`config.mk`:
```
export PLATFORM = sky130hd
export DESIGN_NAME = pipe_rca
export DESIGN_NICKNAME = d
export VERILOG_FILES = /design/src/rtl/prca_pkg.sv /design/src/rtl/rca_seg.sv /design/src/rtl/pipe_rca.sv
export SDC_FILE = /design/constraint.sdc
export NUM_CORES = 1
export LEC_CHECK = 0
export ABC_AREA = 1
export BUFFER_PORTS_ARGS = -buffer_cell sky130_fd_sc_hd__buf_4
export CORE_ASPECT_RATIO = 0.9
export CORE_UTILIZATION = 50
export CTS_BUF_LIST = sky130_fd_sc_hd__clkbuf_4
export DETAILED_ROUTE_END_ITERATION = 6
export GPL_TIMING_DRIVEN = 0
export HOLD_SLACK_MARGIN = 0.1
export PLACE_DENSITY = 0.71
export SLEW_MARGIN = 20
export SYNTH_ARGS = -nofsm -noshare
export SYNTH_HDL_FRONTEND = slang
export SYNTH_SLANG_ARGS = --single-unit
```
`constraint.sdc`:
```
create_clock -name clk -period 3.2 [get_ports clk]
set_clock_uncertainty 0.05 [all_clocks]
set_input_delay 0.16 -clock clk [delete_from_list [all_inputs] [get_ports clk]]
set_output_delay 0.16 -clock clk [all_outputs]
set_load 0.1 [all_outputs]
```
`src/rtl/prca_pkg.sv`:
```
// ============================================================================
//  Module   : prca_pkg
//  Purpose  : Shared types and helpers for the pipelined ripple-carry adder.
//  Revision : 1.0  initial release
// ============================================================================
`default_nettype none

package prca_pkg;

    typedef enum logic {
        OP_ADD = 1'b0,
        OP_SUB = 1'b1
    } op_e;

    // Number of pipeline stages; a degenerate SEG still yields one stage so
    // the elaboration check in the top can report the bad configuration.
    function automatic int calc_stages(input int width, input int seg);
        return (seg > 0) ? (width / seg) : 1;
    endfunction

endpackage

`default_nettype wire

```
`src/rtl/rca_seg.sv`:
```
// ============================================================================
//  Module   : rca_seg
//  Purpose  : Combinational SEG-bit ripple adder built from full-adder cells;
//             also exposes the carry into the MSB for signed-overflow use.
//  Revision : 1.0  initial release
// ============================================================================
`default_nettype none

module rca_seg #(
    parameter int SEG = 4
) (
    input  logic [SEG-1:0] a,
    input  logic [SEG-1:0] b,
    input  logic           ci,
    output logic [SEG-1:0] s,
    output logic           co,
    output logic           c_msb
);

    logic [SEG:0] w_c;

    // One full-adder cell per bit, carry rippling upward.
    always_comb begin
        w_c    = '0;
        s      = '0;
        w_c[0] = ci;
        for (int i = 0; i < SEG; i++) begin
            s[i]     = a[i] ^ b[i] ^ w_c[i];
            w_c[i+1] = (a[i] & b[i]) | (w_c[i] & (a[i] ^ b[i]));
        end
    end

    assign co    = w_c[SEG];
    assign c_msb = w_c[SEG-1];

endmodule

`default_nettype wire

```
`src/rtl/pipe_rca.sv`:
```
// ============================================================================
//  Module   : pipe_rca
//  Purpose  : Pipelined ripple-carry add/subtract, SEG bits resolved per stage,
//             valid/ready on both sides. Define PRCA_OVF_EN for the ovf port.
//  Revision : 1.0  initial release
// ============================================================================
`default_nettype none

module pipe_rca
    import prca_pkg::*;
#(
    parameter int WIDTH = 16,
    parameter int SEG   = 4
) (
    input  logic             clk,
    input  logic             rst,
    input  logic             in_valid,
    output logic             in_ready,
    input  logic [WIDTH-1:0] a,
    input  logic [WIDTH-1:0] b,
    input  logic             ci,
    input  logic             sub,
    output logic             out_valid,
    input  logic             out_ready,
    output logic [WIDTH-1:0] s,
    output logic             co
`ifdef PRCA_OVF_EN
    ,
    output logic             ovf
`endif
);

    localparam int STAGES = calc_stages(WIDTH, SEG);

    if ((SEG < 1) || ((WIDTH % SEG) != 0)) begin : g_cfg_err
        $error("pipe_rca: WIDTH (%0d) must be a non-zero multiple of SEG (%0d)", WIDTH, SEG);
    end

    // Full-width a/b' travel with each record; stage k consumes segment k of
    // them and deposits segment k of the sum.
    typedef struct packed {
        logic             valid;
        op_e              op;
        logic             carry;
        logic [WIDTH-1:0] sum;
        logic [WIDTH-1:0] a;
        logic [WIDTH-1:0] b;
    } stage_t;

    stage_t           r_stg   [STAGES];
    stage_t           w_src   [STAGES];
    stage_t           w_nxt   [STAGES];
    logic [SEG-1:0]   w_seg_s [STAGES];
    logic [STAGES-1:0] w_co;
    logic [STAGES-1:0] w_cmsb;
    stage_t           w_in;
    logic             w_stall;
    logic             w_unused;

    function automatic stage_t next_rec(input stage_t src, input logic [SEG-1:0] seg_s,
                                        input logic seg_co, input int idx);
        stage_t r;
        r                      = src;
        r.sum[idx*SEG +: SEG]  = seg_s;
        r.carry                = seg_co;
        return r;
    endfunction

    assign w_stall   = r_stg[STAGES-1].valid & ~out_ready;
    assign in_ready  = ~w_stall;
    assign out_valid = r_stg[STAGES-1].valid;
    assign s         = r_stg[STAGES-1].sum;
    assign co        = r_stg[STAGES-1].carry;

    // Subtraction is a + ~b + 1; ci only matters in add mode.
    always_comb begin
        w_in       = '0;
        w_in.valid = in_valid;
        w_in.op    = sub ? OP_SUB : OP_ADD;
        w_in.carry = sub ? 1'b1 : ci;
        w_in.a     = a;
        w_in.b     = sub ? ~b : b;
    end

    for (genvar k = 0; k < STAGES; k++) begin : g_stage
        if (k == 0) begin : g_first
            assign w_src[k] = w_in;
        end else begin : g_chain
            assign w_src[k] = r_stg[k-1];
        end

        rca_seg #(
            .SEG (SEG)
        ) u_seg (
            .a     (w_src[k].a[k*SEG +: SEG]),
            .b     (w_src[k].b[k*SEG +: SEG]),
            .ci    (w_src[k].carry),
            .s     (w_seg_s[k]),
            .co    (w_co[k]),
            .c_msb (w_cmsb[k])
        );

        assign w_nxt[k] = next_rec(w_src[k], w_seg_s[k], w_co[k], k);
    end

    // A stall freezes every stage; bubbles are not collapsed.
    always_ff @(posedge clk or posedge rst) begin
        if (rst) begin
            for (int k = 0; k < STAGES; k++) begin
                r_stg[k] <= '0;
            end
        end else if (!w_stall) begin
            for (int k = 0; k < STAGES; k++) begin
                r_stg[k] <= w_nxt[k];
            end
        end
    end

`ifdef PRCA_OVF_EN
    logic r_ovf;

    always_ff @(posedge clk or posedge rst) begin
        if (rst) begin
            r_ovf <= 1'b0;
        end else if (!w_stall) begin
            r_ovf <= w_cmsb[STAGES-1] ^ w_co[STAGES-1];
        end
    end

    assign ovf = r_ovf;
`endif

    // Operand bits already consumed by the last stage and intermediate MSB
    // carries have no consumer.
    assign w_unused = ^{w_cmsb, r_stg[STAGES-1].op, r_stg[STAGES-1].a, r_stg[STAGES-1].b};

endmodule

`default_nettype wire
```
==> impl_metrics.json <==
{
  "detailedPlacementHpwl_mm": 5.95,
  "detailroute.wirelength.met3_um": 291,
  "clock_path_buffers": 2,
  "final_antenna_net_count": 0,
  "grt_use_total_pct": 21.9,
  "top_cell_type_by_total_area_after_synthesis": "sky130_fd_sc_hd__dfrtp_1",
  "postCtsResizedCells": 0,
  "finalSetupTns_ps": 0,
  "std_cell_rows": 31,
  "synth_top_flop_cell": "sky130_fd_sc_hd__dfrtp_1",
  "power.clock.fraction_pct": 11.2,
  "io_buffer_count": 55,
  "design.die.area_um2": 9020,
  "async_reset_ff_share_pct": 100,
  "area_growth_from_synthesis_to_layout_pct": 24.9,
  "yosysUniqueCellTypes": 15,
  "worstPathMaxFanout": 2,
  "met1_length_mm": 4.21,
  "netlist_area_um2": 4320,
  "final_hold_viol_count": 0,
  "seq_power_share_pct": 39.7,
  "synth-seq-area-share_pct": 55.6,
  "final_core_utilization_pct": 65.7,
  "crit_buf_inv": 3,
  "drc": 0,
  "layout-drive-gt1-share_pct": 18.9,
  "detail_route.first_pass.iterations": 4,
  "core_um2": 8220,
  "drv_cap": 0,
  "total_leakage_power_nw": 2.89,
  "crit_path_start_kind": "register",
  "outcome": "finished, final reports clean",
  "maxSlewHeadroom_pct": 72.3,
  "n_fill_cell": 691,
  "initial_core_utilization_pct": 52.6,
  "synth_top_cells_by_count": "226 x sky130_fd_sc_hd__nand2_1, 96 x sky130_fd_sc_hd__dfrtp_1, 52 x sky130_fd_sc_hd__inv_1",
  "first_global_vias": 3202,
  "num_cts_buffers": 9,
  "clkTransAtPathRegs_ps": 140,
  "synth_enable_flop_cells": 0,
  "htreeDepth": 3,
  "finalSetupViolations": 0,
  "root_buffer": "sky130_fd_sc_hd__clkbuf_4",
  "post_synthesis_cell_count": 485,
  "dieHeight_um": 90.2,
  "crit_top_cell": "sky130_fd_sc_hd__fa_1",
  "tritoncts": "yes",
  "grt-ovfl-total": 0,
  "maxSlewViolCount": 0,
  "cellInternalPower_mw": 2.67,
  "rsz0062_at_grt": "false",
  "max_slew.worst_pin.slew_ps": 415,
  "post-synth-top-count-cell": "sky130_fd_sc_hd__nand2_1",
  "path_cells": "fa_1 -> inv_1 -> fa_1 -> inv_1 -> fa_1 -> inv_1 -> fa_1 -> o21ai_0",
  "gp_congestion": 0.772,
  "hold-path-cell-count": 4,
  "timing.final.crit_period_ps": 2390,
  "worst-endpoint-required_ps": 3510,
  "fmax_mhz": 419,
  "synth_top_cell_area_share_pct": 55.6,
  "ios": 57,
  "synth_warnings": 0,
  "max_stage_delay_ps": 450,
  "critical_path_class": "reg -> reg",
  "clock_insertion_delay_at_the_later_pin_of_the_skew_report_ps": 430,
  "number_of_diodes": 0,
  "num_vias": 3228,
  "path_delay_family": "adder cells",
  "drtIter0Drc": 152,
  "clock_sink_total": 96,
  "min_path_type": "in -> reg",
  "power_frac_comb_pct": 49.0,
  "ys_seq_elements": 96,
  "power-per-cell-area_nw_per_um2": 932,
  "vdd_ir_drop_max_mv": 0.474,
  "end_kind": "register",
  "met2_wirelength_mm": 3.99,
  "critical_path_depth": 8,
  "ys_top_cells_by_area": "sky130_fd_sc_hd__dfrtp_1 56%, sky130_fd_sc_hd__nand2_1 20%, sky130_fd_sc_hd__fa_1 7.4%",
  "wirelength_mm": 8.65,
  "switching_share_pct": 46.9,
  "postSynthAreaPerCell_um2": 8.92,
  "final_net_count": 643,
  "min_period_over_period_pct": 74.6,
  "highest_layer": "met4",
  "antenna_violations_before_repair": 0,
  "grt_max_degree": 55,
  "power.switching_mw": 2.36,
  "number_of_cell_instances_on_the_worst_register_to_register_path": 8,
  "worst_ep_arrival_time_ps": 2700,
  "critPathSlowestCell": "sky130_fd_sc_hd__fa_1",
  "route.detailed.vias_per_inst": 4.55,
  "die_width_um": 100,
  "grt_first_pass_wirelength_mm": 15.2,
  "drt-wirelength-per-cell_um": 12.2,
  "synth_net_count": 539
}
[layout by cell type (no fill, tap or decap)]
cell type	count
sky130_fd_sc_hd__nand2_1	226
sky130_fd_sc_hd__dfrtp_1	96
sky130_fd_sc_hd__buf_4	81
sky130_fd_sc_hd__inv_1	51
sky130_fd_sc_hd__o21ai_0	42
sky130_fd_sc_hd__dlygate4sd3_1	37
sky130_fd_sc_hd__fa_1	16
sky130_fd_sc_hd__buf_2	11
sky130_fd_sc_hd__clkbuf_4	9
sky130_fd_sc_hd__nand3_1	6
sky130_fd_sc_hd__clkinvlp_4	3
sky130_fd_sc_hd__clkbuf_1	2
sky130_fd_sc_hd__xor2_1	2
sky130_fd_sc_hd__xnor2_1	2
sky130_fd_sc_hd__clkinv_4	2
sky130_fd_sc_hd__nor2_4	1
sky130_fd_sc_hd__inv_2	1
sky130_fd_sc_hd__nand2_2	1
sky130_fd_sc_hd__nor2_1	1
sky130_fd_sc_hd__inv_6	1
sky130_fd_sc_hd__clkinv_1	1
sky130_fd_sc_hd__clkinv_2	1
sky130_fd_sc_hd__buf_16	1
[per-layer routing]
layer / global-route usage (%) / vias up
li1: - / 1636
met1: 31.1 / 1514
met2: 33.9 / 63
met3: 3.58 / 15
met4: 8.57 / 0
met5: 0 / -
[through the flow]
| stage | power (mW) | instances | hold WS [ps] | setup slack (ps) | area [um2] |
|---|---|---|---|---|---|
| final | 5.03 | 709 | 134 | 813 | 5400 |
| after global routing | 5.43 | 709 | 136 | 681 | 5400 |
| after CTS | 5.07 | 709 | 102 | 792 | 5400 |
| after detailed placement | 4.48 | 656 | 147 | 636 | 4910 |
| after global placement | 4.40 | 655 | 312 | -546 | 4880 |
| after floorplan | 3.90 | 485 | 227 | 485 | 4320 |
[cells by family (layout without fill, tap and decap cells)]
group	count (synthesis)	count (layout)	share of synthesized area [%]
AO/OA/AOI/OAI	42	42	4.86
buffers and inverters	92	201	10.6
flip-flops	96	96	55.6
adder cells (fa/ha/maj)	16	16	7.41
AND/OR/NAND/NOR	235	235	20.8
XOR/XNOR	4	4	0.810
[registers in the layout, indices dropped and copies added, names as in the netlist]
name,count
out_valid,1
co,1
r_stg,78
s,16
[repair_timing]
action	4_1_cts	5_1_grt
endpoints found under the hold margin	125	0
hold buffers	37	0
setup buffers	0	0
[power groups by stage]
| stage | Combinational [mW] | Clock [mW] | Sequential [mW] |
|---|---|---|---|
| 2_1_floorplan | 1.86 | 0 | 2.04 |
| 3_3_place_gp | 2.39 | 0 | 2.01 |
| 3_5_place_dp | 2.45 | 0 | 2.03 |
| 4_1_cts | 2.49 | 0.583 | 2.00 |
| 5_1_grt | 2.74 | 0.622 | 2.07 |
| 6_report | 2.47 | 0.566 | 2.00 |
[area by class of cell]
cell class                 count  area (um2)  area share (%)
inverter                      53         204            3.78
timing repair buffer          93         811            15.0
clock inverter                 7        48.8           0.904
multi-input combinational    297        1470            27.1
sequential                    96        2400            44.5
tap                          115         144            2.66
buffer                        39         258            4.77
clock buffer                   9        67.6            1.25
[worst paths after layout]
path / to / slack, ps / startpoint
max: s[15] / 810 / r_stg[99]
min: r_stg[187] / 130 / a[2]
max reg2reg: s[15] / 810 / r_stg[99]
min reg2reg: out_valid / 420 / r_stg[101]
max in group asynchronous: r_stg[63] / 2290 / rst
min in group asynchronous: r_stg[158] / 230 / rst
[worst register-to-register path, stage by stage (launching register included)]
cell,delay (ps)
sky130_fd_sc_hd__dfrtp_1,440
sky130_fd_sc_hd__fa_1,430
sky130_fd_sc_hd__inv_1,100
sky130_fd_sc_hd__fa_1,170
sky130_fd_sc_hd__inv_1,50
sky130_fd_sc_hd__fa_1,450
sky130_fd_sc_hd__inv_1,100
sky130_fd_sc_hd__fa_1,380
sky130_fd_sc_hd__o21ai_0,160
No activity file was read; power rests on OpenSTA's default activity.
